[src/rtl/sampler_pkg.sv]
// Shared types and helpers for the candidate sampler: FSM state encoding,
// Galois LFSR tap masks, the LFSR step function and the chunk count.
package sampler_pkg;

  typedef enum logic [2:0] {
    IDLE  = 3'd0,
    GEN   = 3'd1,
    CHECK = 3'd2,
    HOLD  = 3'd3,
    DONE  = 3'd4,
    FAIL  = 3'd5
  } state_t;

  // Right-shift Galois masks for maximal-length polynomials.
  // 16: x^16+x^14+x^13+x^11+1, 32: x^32+x^22+x^2+x+1, 64: x^64+x^63+x^61+x^60+1
  function automatic logic [63:0] lfsr_taps(input int w);
    logic [63:0] t;
    case (w)
      16:      t = 64'h0000_0000_0000_B400;
      32:      t = 64'h0000_0000_8020_0003;
      64:      t = 64'hD800_0000_0000_0000;
      default: t = 64'h0;
    endcase
    return t;
  endfunction

  // One Galois step on a zero-extended w-bit state; result stays within w bits.
  function automatic logic [63:0] lfsr_next(input logic [63:0] q, input int w);
    logic [63:0] t;
    t = lfsr_taps(w);
    return q[0] ? ((q >> 1) ^ t) : (q >> 1);
  endfunction

  // LFSR words needed to fill one candidate.
  function automatic int nch(input int vec_w, input int lfsr_w);
    return (vec_w + lfsr_w - 1) / lfsr_w;
  endfunction

endpackage

[src/rtl/sampler_lfsr.sv]
// Galois LFSR with seed load. A zero seed would lock the register up, so it
// is replaced by SEED_RST on load.
module sampler_lfsr
  import sampler_pkg::*;
#(
  parameter int          W        = 32,
  parameter logic [W-1:0] SEED_RST = W'(1)
) (
  input  logic         clk,
  input  logic         rst,
  input  logic         step_i,
  input  logic         load_i,
  input  logic [W-1:0] seed_i,
  output logic [W-1:0] q_o
);

  logic [W-1:0] q_q, q_d;

  // Next state: load wins over step (the controller never asks for both).
  always_comb begin
    q_d = q_q;
    if (load_i)      q_d = (seed_i == '0) ? SEED_RST : seed_i;
    else if (step_i) q_d = W'(lfsr_next(64'(q_q), W));
  end

  // State register.
  always_ff @(posedge clk) begin
    if (rst) q_q <= SEED_RST;
    else     q_q <= q_d;
  end

  assign q_o = q_q;

endmodule

[src/rtl/cand_sampler.sv]
// Random-search candidate generator for a combinational constraint checker.
// Builds each candidate from NCH LFSR steps, presents it for one cycle, and
// streams satisfying vectors out on a valid/ready port until NUM_SOL are
// delivered or MAX_TRIES rejections have accumulated.
// Optional: define CAND_SAMPLER_DEDUP_EN to reject a satisfying candidate that
// equals the most recently emitted solution of the current run.
module cand_sampler
  import sampler_pkg::*;
#(
  parameter int               VEC_W     = 128,
  parameter int               LFSR_W    = 32,
  parameter int               MAX_TRIES = 1024,
  parameter int               NUM_SOL   = 1,
  parameter logic [LFSR_W-1:0] SEED_RST = LFSR_W'(1)
) (
  input  logic                           clk,
  input  logic                           rst,
  input  logic                           start_i,
  input  logic                           seed_we_i,
  input  logic [LFSR_W-1:0]              seed_i,
  output logic [VEC_W-1:0]               cand_o,
  output logic                           cand_vld_o,
  input  logic                           sat_i,
  output logic                           sol_vld_o,
  input  logic                           sol_rdy_i,
  output logic [VEC_W-1:0]               sol_o,
  output logic                           busy_o,
  output logic                           done_o,
  output logic                           fail_o,
  output logic [$clog2(MAX_TRIES+1)-1:0] tries_o
);

  localparam int NCH = nch(VEC_W, LFSR_W);
  localparam int TW  = $clog2(MAX_TRIES + 1);
  localparam int SW  = $clog2(NUM_SOL + 1);
  localparam int GW  = (NCH > 1) ? $clog2(NCH) : 1;

  localparam logic [TW-1:0] MAX_T  = TW'(MAX_TRIES);
  localparam logic [SW-1:0] NUM_S  = SW'(NUM_SOL);
  localparam logic [GW-1:0] GEN_LAST = GW'(NCH - 1);

  state_t              state_q, state_d;
  logic [GW-1:0]       gen_cnt_q, gen_cnt_d;
  logic [VEC_W-1:0]    cand_q, cand_d;
  logic [VEC_W-1:0]    sol_q, sol_d;
  logic [TW-1:0]       tries_q, tries_d;
  logic [SW-1:0]       sol_cnt_q, sol_cnt_d;
  logic                cand_vld_q, cand_vld_d;
  logic                sol_vld_q, sol_vld_d;
  logic                busy_q, busy_d;
  logic                done_q, done_d;
  logic                fail_q, fail_d;

  logic                idle_like;
  logic                lfsr_step, lfsr_load;
  logic [LFSR_W-1:0]   lfsr_q, lfsr_nxt;
  logic [VEC_W-1:0]    shift_in;
  logic                dup;
  logic [TW-1:0]       tries_inc;
  logic [SW-1:0]       sol_cnt_inc;

  sampler_lfsr #(
    .W        (LFSR_W),
    .SEED_RST (SEED_RST)
  ) u_lfsr (
    .clk    (clk),
    .rst    (rst),
    .step_i (lfsr_step),
    .load_i (lfsr_load),
    .seed_i (seed_i),
    .q_o    (lfsr_q)
  );

  // The value the LFSR takes on this step is the one shifted into the candidate.
  assign lfsr_nxt = LFSR_W'(lfsr_next(64'(lfsr_q), LFSR_W));

  // New word enters from the MSB side; the oldest bits fall off the bottom.
  if (VEC_W > LFSR_W) begin : g_wide
    assign shift_in = {lfsr_nxt, cand_q[VEC_W-1:LFSR_W]};
  end else begin : g_narrow
    assign shift_in = lfsr_nxt[LFSR_W-1 -: VEC_W];
  end

`ifdef CAND_SAMPLER_DEDUP_EN
  logic seen_q, seen_d;

  assign dup = seen_q && (cand_q == sol_q);

  // sol_q only counts as a previous solution once this run has captured one.
  always_comb begin
    seen_d = seen_q;
    if (idle_like && start_i)                  seen_d = 1'b0;
    else if (state_q == CHECK && sat_i && !dup) seen_d = 1'b1;
  end

  // Previous-solution valid flag.
  always_ff @(posedge clk) begin
    if (rst) seen_q <= 1'b0;
    else     seen_q <= seen_d;
  end
`else
  assign dup = 1'b0;
`endif

  assign idle_like   = (state_q == IDLE) || (state_q == DONE) || (state_q == FAIL);
  assign tries_inc   = tries_q + TW'(1);
  assign sol_cnt_inc = sol_cnt_q + SW'(1);

  // Controller next-state and datapath updates; outputs decoded from next state.
  always_comb begin
    state_d   = state_q;
    gen_cnt_d = gen_cnt_q;
    cand_d    = cand_q;
    sol_d     = sol_q;
    tries_d   = tries_q;
    sol_cnt_d = sol_cnt_q;
    lfsr_step = 1'b0;
    lfsr_load = 1'b0;

    case (state_q)
      IDLE, DONE, FAIL: begin
        lfsr_load = seed_we_i;
        if (start_i) begin
          state_d   = GEN;
          gen_cnt_d = '0;
          tries_d   = '0;
          sol_cnt_d = '0;
        end
      end
      GEN: begin
        lfsr_step = 1'b1;
        cand_d    = shift_in;
        if (gen_cnt_q == GEN_LAST) begin
          state_d   = CHECK;
          gen_cnt_d = '0;
        end else begin
          gen_cnt_d = gen_cnt_q + GW'(1);
        end
      end
      CHECK: begin
        if (sat_i && !dup) begin
          state_d = HOLD;
          sol_d   = cand_q;
        end else begin
          tries_d = tries_inc;
          state_d = (tries_inc == MAX_T) ? FAIL : GEN;
        end
      end
      HOLD: begin
        if (sol_rdy_i) begin
          sol_cnt_d = sol_cnt_inc;
          state_d   = (sol_cnt_inc == NUM_S) ? DONE : GEN;
        end
      end
      default: state_d = IDLE;
    endcase

    cand_vld_d = (state_d == CHECK);
    sol_vld_d  = (state_d == HOLD);
    busy_d     = (state_d == GEN) || (state_d == CHECK) || (state_d == HOLD);
    done_d     = (state_d == DONE);
    fail_d     = (state_d == FAIL);
  end

  // Controller and datapath registers.
  always_ff @(posedge clk) begin
    if (rst) begin
      state_q    <= IDLE;
      gen_cnt_q  <= '0;
      cand_q     <= '0;
      sol_q      <= '0;
      tries_q    <= '0;
      sol_cnt_q  <= '0;
      cand_vld_q <= 1'b0;
      sol_vld_q  <= 1'b0;
      busy_q     <= 1'b0;
      done_q     <= 1'b0;
      fail_q     <= 1'b0;
    end else begin
      state_q    <= state_d;
      gen_cnt_q  <= gen_cnt_d;
      cand_q     <= cand_d;
      sol_q      <= sol_d;
      tries_q    <= tries_d;
      sol_cnt_q  <= sol_cnt_d;
      cand_vld_q <= cand_vld_d;
      sol_vld_q  <= sol_vld_d;
      busy_q     <= busy_d;
      done_q     <= done_d;
      fail_q     <= fail_d;
    end
  end

  assign cand_o     = cand_q;
  assign cand_vld_o = cand_vld_q;
  assign sol_o      = sol_q;
  assign sol_vld_o  = sol_vld_q;
  assign busy_o     = busy_q;
  assign done_o     = done_q;
  assign fail_o     = fail_q;
  assign tries_o    = tries_q;

endmodule

[config.mk]
export PLATFORM = sky130hd
export DESIGN_NAME = cand_sampler
export DESIGN_NICKNAME = d
export VERILOG_FILES = /design/src/rtl/sampler_pkg.sv /design/src/rtl/sampler_lfsr.sv /design/src/rtl/cand_sampler.sv
export SDC_FILE = /design/constraint.sdc
export NUM_CORES = 1
export LEC_CHECK = 0
export ABC_CLOCK_PERIOD_IN_PS = 2000
export CELL_PAD_IN_SITES_DETAIL_PLACEMENT = 1
export CELL_PAD_IN_SITES_GLOBAL_PLACEMENT = 2
export CORE_ASPECT_RATIO = 0.9
export CORE_MARGIN = 3
export CORE_UTILIZATION = 27
export DETAILED_ROUTE_END_ITERATION = 16
export PLACE_DENSITY = 0.78
export REMOVE_ABC_BUFFERS = 1
export SETUP_SLACK_MARGIN = 0.15
export SLEW_MARGIN = 40
export SYNTH_ARGS = -nofsm -noshare
export SYNTH_HDL_FRONTEND = slang
export SYNTH_SLANG_ARGS = --single-unit
[constraint.sdc]
create_clock -name clk -period 2 [get_ports clk]
set_input_delay 0.5 -clock clk [delete_from_list [all_inputs] [get_ports clk]]
set_output_delay 0.5 -clock clk [all_outputs]
set_load 0.01 [all_outputs]
Yosys cells after proc, flatten, opt, wreduce, memory -nomap -nowiden

Cells that the tools add are included.

Memories kept: 0
Bits in latches: 0
Register bits after elaboration: 310
Bits in read-only memories: 0
Bits in writable memories: 0

Multiplexer cells: 25
Equal/unequal tests: 15
Divide/modulo/power cells: 0
Add/sub/neg operators: 3
Magnitude comparators: 0
$mul: 0
Reductions and logical operators: 13
Shift-type cells: 0
Bitwise logic cells: 2

Operators by type and width:

| operator                                             | count |
|---|---|
| two-way mux 32 bit                                   | 7 |
| zero test 32 bit                                     | 1 |
| XOR 31 x 32 -> 32 bit                                | 1 |
| two-way mux 11 bit                                   | 2 |
| one-hot mux 11 bit (2 select lines)                  | 1 |
| two-way mux 3 bit                                    | 6 |
| equality test 3 x 2 -> 1 bit (second input constant) | 4 |
| equality test 3 bit (second input constant)          | 4 |
| one-hot mux 3 bit (4 select lines)                   | 1 |
| adder 11 x 1 -> 11 bit (second input constant)       | 1 |
| equality test 11 bit (second input constant)         | 1 |
| nonzero test 2 bit                                   | 4 |
| equality test 3 x 1 -> 1 bit (second input constant) | 2 |
| inequality test 2 bit (second input constant)        | 3 |
| AND reduction 3 bit                                  | 2 |
| two-way mux 1 bit                                    | 4 |
| two-way mux 2 bit                                    | 2 |
| NOT 3 -> 4 bit                                       | 1 |
| one-hot mux 2 bit (2 select lines)                   | 1 |
| AND reduction 2 bit                                  | 2 |
| zero test 3 bit                                      | 1 |
| OR reduction 3 bit                                   | 1 |
| adder 2 x 1 -> 2 bit (second input constant)         | 1 |
| equality test 2 bit (second input constant)          | 1 |
| 3 further kinds                                      | 4 |

Logic depth before layout (Yosys ltp)

Word-level depth: 8
Depth in mapped cells: 8
Depth with buffers taken out: 6

Cells and area by module

From an unflattened synthesis, not the netlist that was laid out.

Cell total of the unflattened synthesis: 1452
Area, all modules: 11458.5 sq um

By module, submodules not included:

| module       | instances | area each (sq um) | cells an instance |
|---|---|---|---|
| cand_sampler | 1         | 9895.7            | 1264 |
| sampler_lfsr | 1         | 1562.7            | 188 |

Worst setup path after synthesis

OpenSTA, ideal clock, no wires.

Kind: register to register
Start point: register tries_q[0], in the netlist tries_o[0]
End point: register done_q, in the netlist done_o
Data arrival time: 1.701 ns
Path buffers: 1
Cell stages (with the launch flop): 8
Slack: 0.221 ns
Period minus slack after synthesis: 1.779 ns
Required time: 1.922 ns
Cells stage by stage: dfxtp_1 > ha_1 > buf_2 > nand3_1 > nor2_1 > nand4b_1 > a31o_2 > nor3_1

Longest elaborated chain between the ends: 6

Ends and longest elaborated chain:

| what                               | RTL line            | RTL |
|---|---|---|
| from (decl)                        | cand_sampler.sv:46  | `logic [TW-1:0] tries_q, tries_d;` |
| from (signal assigned)             | cand_sampler.sv:184 | `tries_q <= tries_d;` |
| adder 11 x 1 -> 11 bit             | cand_sampler.sv:106 | `assign tries_inc = tries_q + TW'(1);` |
| equality test 11 bit               | cand_sampler.sv:146 | `state_d = (tries_inc == MAX_T) ? FAIL : GEN;` |
| two-way mux 3 bit                  | cand_sampler.sv:146 |  |
| two-way mux 3 bit                  | cand_sampler.sv:141 | `if (sat_i && !dup) begin` |
| one-hot mux 3 bit (4 select lines) | cand_sampler.sv:120 | `case (state_q)` |
| equality test 3 bit                | cand_sampler.sv:161 | `done_d = (state_d == DONE);` |
| to (signal assigned)               | cand_sampler.sv:189 | `done_q <= done_d;` |
| to (decl)                          | cand_sampler.sv:51  | `logic done_q, done_d;` |

Every way passes these cells.
A chain may end at the register's enable or synchronous reset.

Worst setup path after layout

Start point: register tries_q[6], in the netlist tries_o[6]
End point: output tries_o[6]

RTL lines:

| what      | RTL line           | RTL |
|---|---|---|
| to (decl) | cand_sampler.sv:30 | `output logic [$clog2(MAX_TRIES+1)-1:0] tries_o` |

No word-level cell between the ends.

==> impl_metrics.toml <==
[outcome]
status = "finished clean"

[timing]
worst_pin_slew_ps = 556
setup-tns-final_ps = 0
rsz0062_at_grt = "yes"
whs_ps = 386
slew_headroom_pct = 62.6
fmax_mhz = 568
setup-violations-final = 0
finalHoldViolCount = 0
period_minus_slack_ps = 1760
fin_worst_skew_ps = 10.9
fin_crit_sh_pct = 88.1
maxSlewViolCount = 0

[floorplanning]
start_util_pct = 27.5
die_h_um = 200
rows = 70
fp.dieW_um = 221
io_pins = 310
core_area_um2 = 40900
die-area_um2 = 44200

[global_routing]
grt_start_max_net_pins = 71
grt_antenna_before_repair = 3
grt_pass1_wl_mm = 63.1
grt_usage_pct = 17.4
grt_pass1_vias = 11000
overflow = 0

[clock_tree]
cts_setup_buffers = 0
cts_tree = "yes"
ctsHoldBuffers = 0
cts-root-buf = "clkbuf_16"
clockBufferDepth = 3
cts_max_level = 2
clock_latency_ps = 530
path_clk_slew_ps = 60
cts_sinks = 310
cts_made_buffers = 37

[pwr]
p_leak_nw = 6.86
power_density_nw_per_um2 = 865
ir_drop_mv = 0.746

[worst_setup_path]
crit_path_start_kind = "flop"
path_class = "flop to primary output"
cp.required_ps = 1500
cp_max_fo = 5
end_kind = "primary output"
crit_arrival_ps = 1260

[drt]
vias = 10700
ant_nets = 0
firstDrtPassIters = 4
drt_first_iter_violations = 501
routedWlPerCell_um = 17.3
drc = 0
drt-total-wl_mm = 39.9
viasPerCell = 4.65

[logic_synthesis]
yosysMostFrequentCell = "nand2_1"
synth_seq_cells = 310
synth_area_per_cell_um2 = 7.89
synth_cell_types = 48
synthTopCellsByCount = "585 x nand2_1, 310 x dfxtp_1, 273 x a21oi_1"
synth_area_um2 = 11300
async_flop_share_pct = 0
synth_edf_count = 0
synth_area_leaders = "dfxtp_1 55%, nand2_1 19%, a21oi_1 12%"
synth-main-ff-cell = "dfxtp_1"
synth_cells = 1427
yosysWarnings = 0
yosysTopAreaCell = "dfxtp_1"
synth_top_area_share_pct = 55.1
seq_area_frac_synth_pct = 55.1

[cells_and_area]
fin_nets = 1782
syn_to_final_growth_pct = 44.8
fin_util_pct = 39.9
layout-drive-gt1-share_pct = 10.0
nFillCells = 4896

[worst_hold_path]
worstHoldPathType = "input pin to flop"

[placement]
io_buffers = 309
place_congestion = 0.740
dp_hpwl_mm = 27.6

[run]
drv_cap = 0
[cell families after synthesis]
| family | count (synthesis) | synth area share [%] |
|---|---|---|
| fa+ha+maj | 3 | 0.333 |
| simple gates | 668 | 24.0 |
| flops | 310 | 55.1 |
| compound gates | 330 | 15.3 |
| xor+xnor | 8 | 0.622 |
| mux | 2 | 0.189 |
| buf+inv | 106 | 4.48 |
[worst paths after layout]
kind | startpoint | to | cells after the start | slack [ps]
worst min-delay path | rst | cand_o[120]$_SDFFE_PP0P_ | 2 | 390
worst max-delay path | tries_o[6]$_SDFFE_PP0P_ | tries_o[6] | 2 | 240
worst max register to register | tries_o[0]$_SDFFE_PP0P_ | fail_o$_SDFF_PP0_ | 5 | 290
worst min register to register | sol_o[31]$_SDFFE_PP0P_ | sol_o[31]$_SDFFE_PP0P_ | 2 | 450
[power breakdown]
group	leakage, nW	switching [mW]	internal, mW	total [mW]
Sequential	2.52	0.0827	6.27	6.35
Clock	0.623	2.70	4.32	7.01
Combinational	3.72	0.464	0.282	0.747
[cells in the final DEF, fill, tap and decap left out, drive strengths merged, types with 5 or more instances in the layout]
cell type and count:
nand3b 5, dfxtp 310, nor3 7, dlygate4sd2 271
nand3 5, clkbuf 55, nor2 29, o21ai 13
xnor2 5, buf 70, nand2b 6, a21oi 273
nand2 585, a31oi 33, nor4 9, clkdlybuf4s50 36
[stage by stage]
stage / cell area [um^2] / setup slack, ps / power [mW] / instances
after floorplan: 10800 / -3080 / 6.72 / 1324
after global placement: 15300 / -164 / 7.26 / 2242
after detailed placement: 15300 / -179 / 7.28 / 2242
after CTS: 16300 / 126 / 14.4 / 2308
after global routing: 16300 / 139 / 14.7 / 2309
final: 16300 / 239 / 14.1 / 2310
[what timing repair did]
| action | CTS | global route |
|---|---|---|
| pin swaps | 0 | 2 |
| resized for setup | 296 | 13 |
| setup endpoints to repair | 274 | 19 |
[per-layer routing]
layer	vias to the layer above	part of all wire, %	routed length [um]	global-route usage [%]
met5	-	0.083	33	0
met4	4	1.9	745	4.15
met3	57	6.1	2420	4.49
met2	222	46	18200	28.4
met1	5123	46	18500	23.4
li1	5328	-	-	-
[cell type report]
cell class	instances	area, um^2	share of cell area [%]
clock inverters	11	141	0.867
well taps	540	676	4.14
inverters	3	11.3	0.0691
flip-flops and latches	310	6250	38.3
diodes	2	5.00	0.0307
clock buffers	55	1140	6.97
repair buffers	378	3490	21.4
multi-input cells	1011	4600	28.2
[worst max-delay path, cell delays in order (launching register included)]
cell and delay, ps:
dfxtp_1 310, buf_4 150, dlygate4sd2_1 280
[state kept, by name (all words and copies together) (netlist names), 2 cells and up]
| signal | cells |
|---|---|
| sol_o | 128 |
| gen_cnt_q | 2 |
| cand_o | 128 |
| u_lfsr.q_o | 32 |
| tries_o | 11 |
| state_q | 3 |
Power figures use the tool's default switching activity.
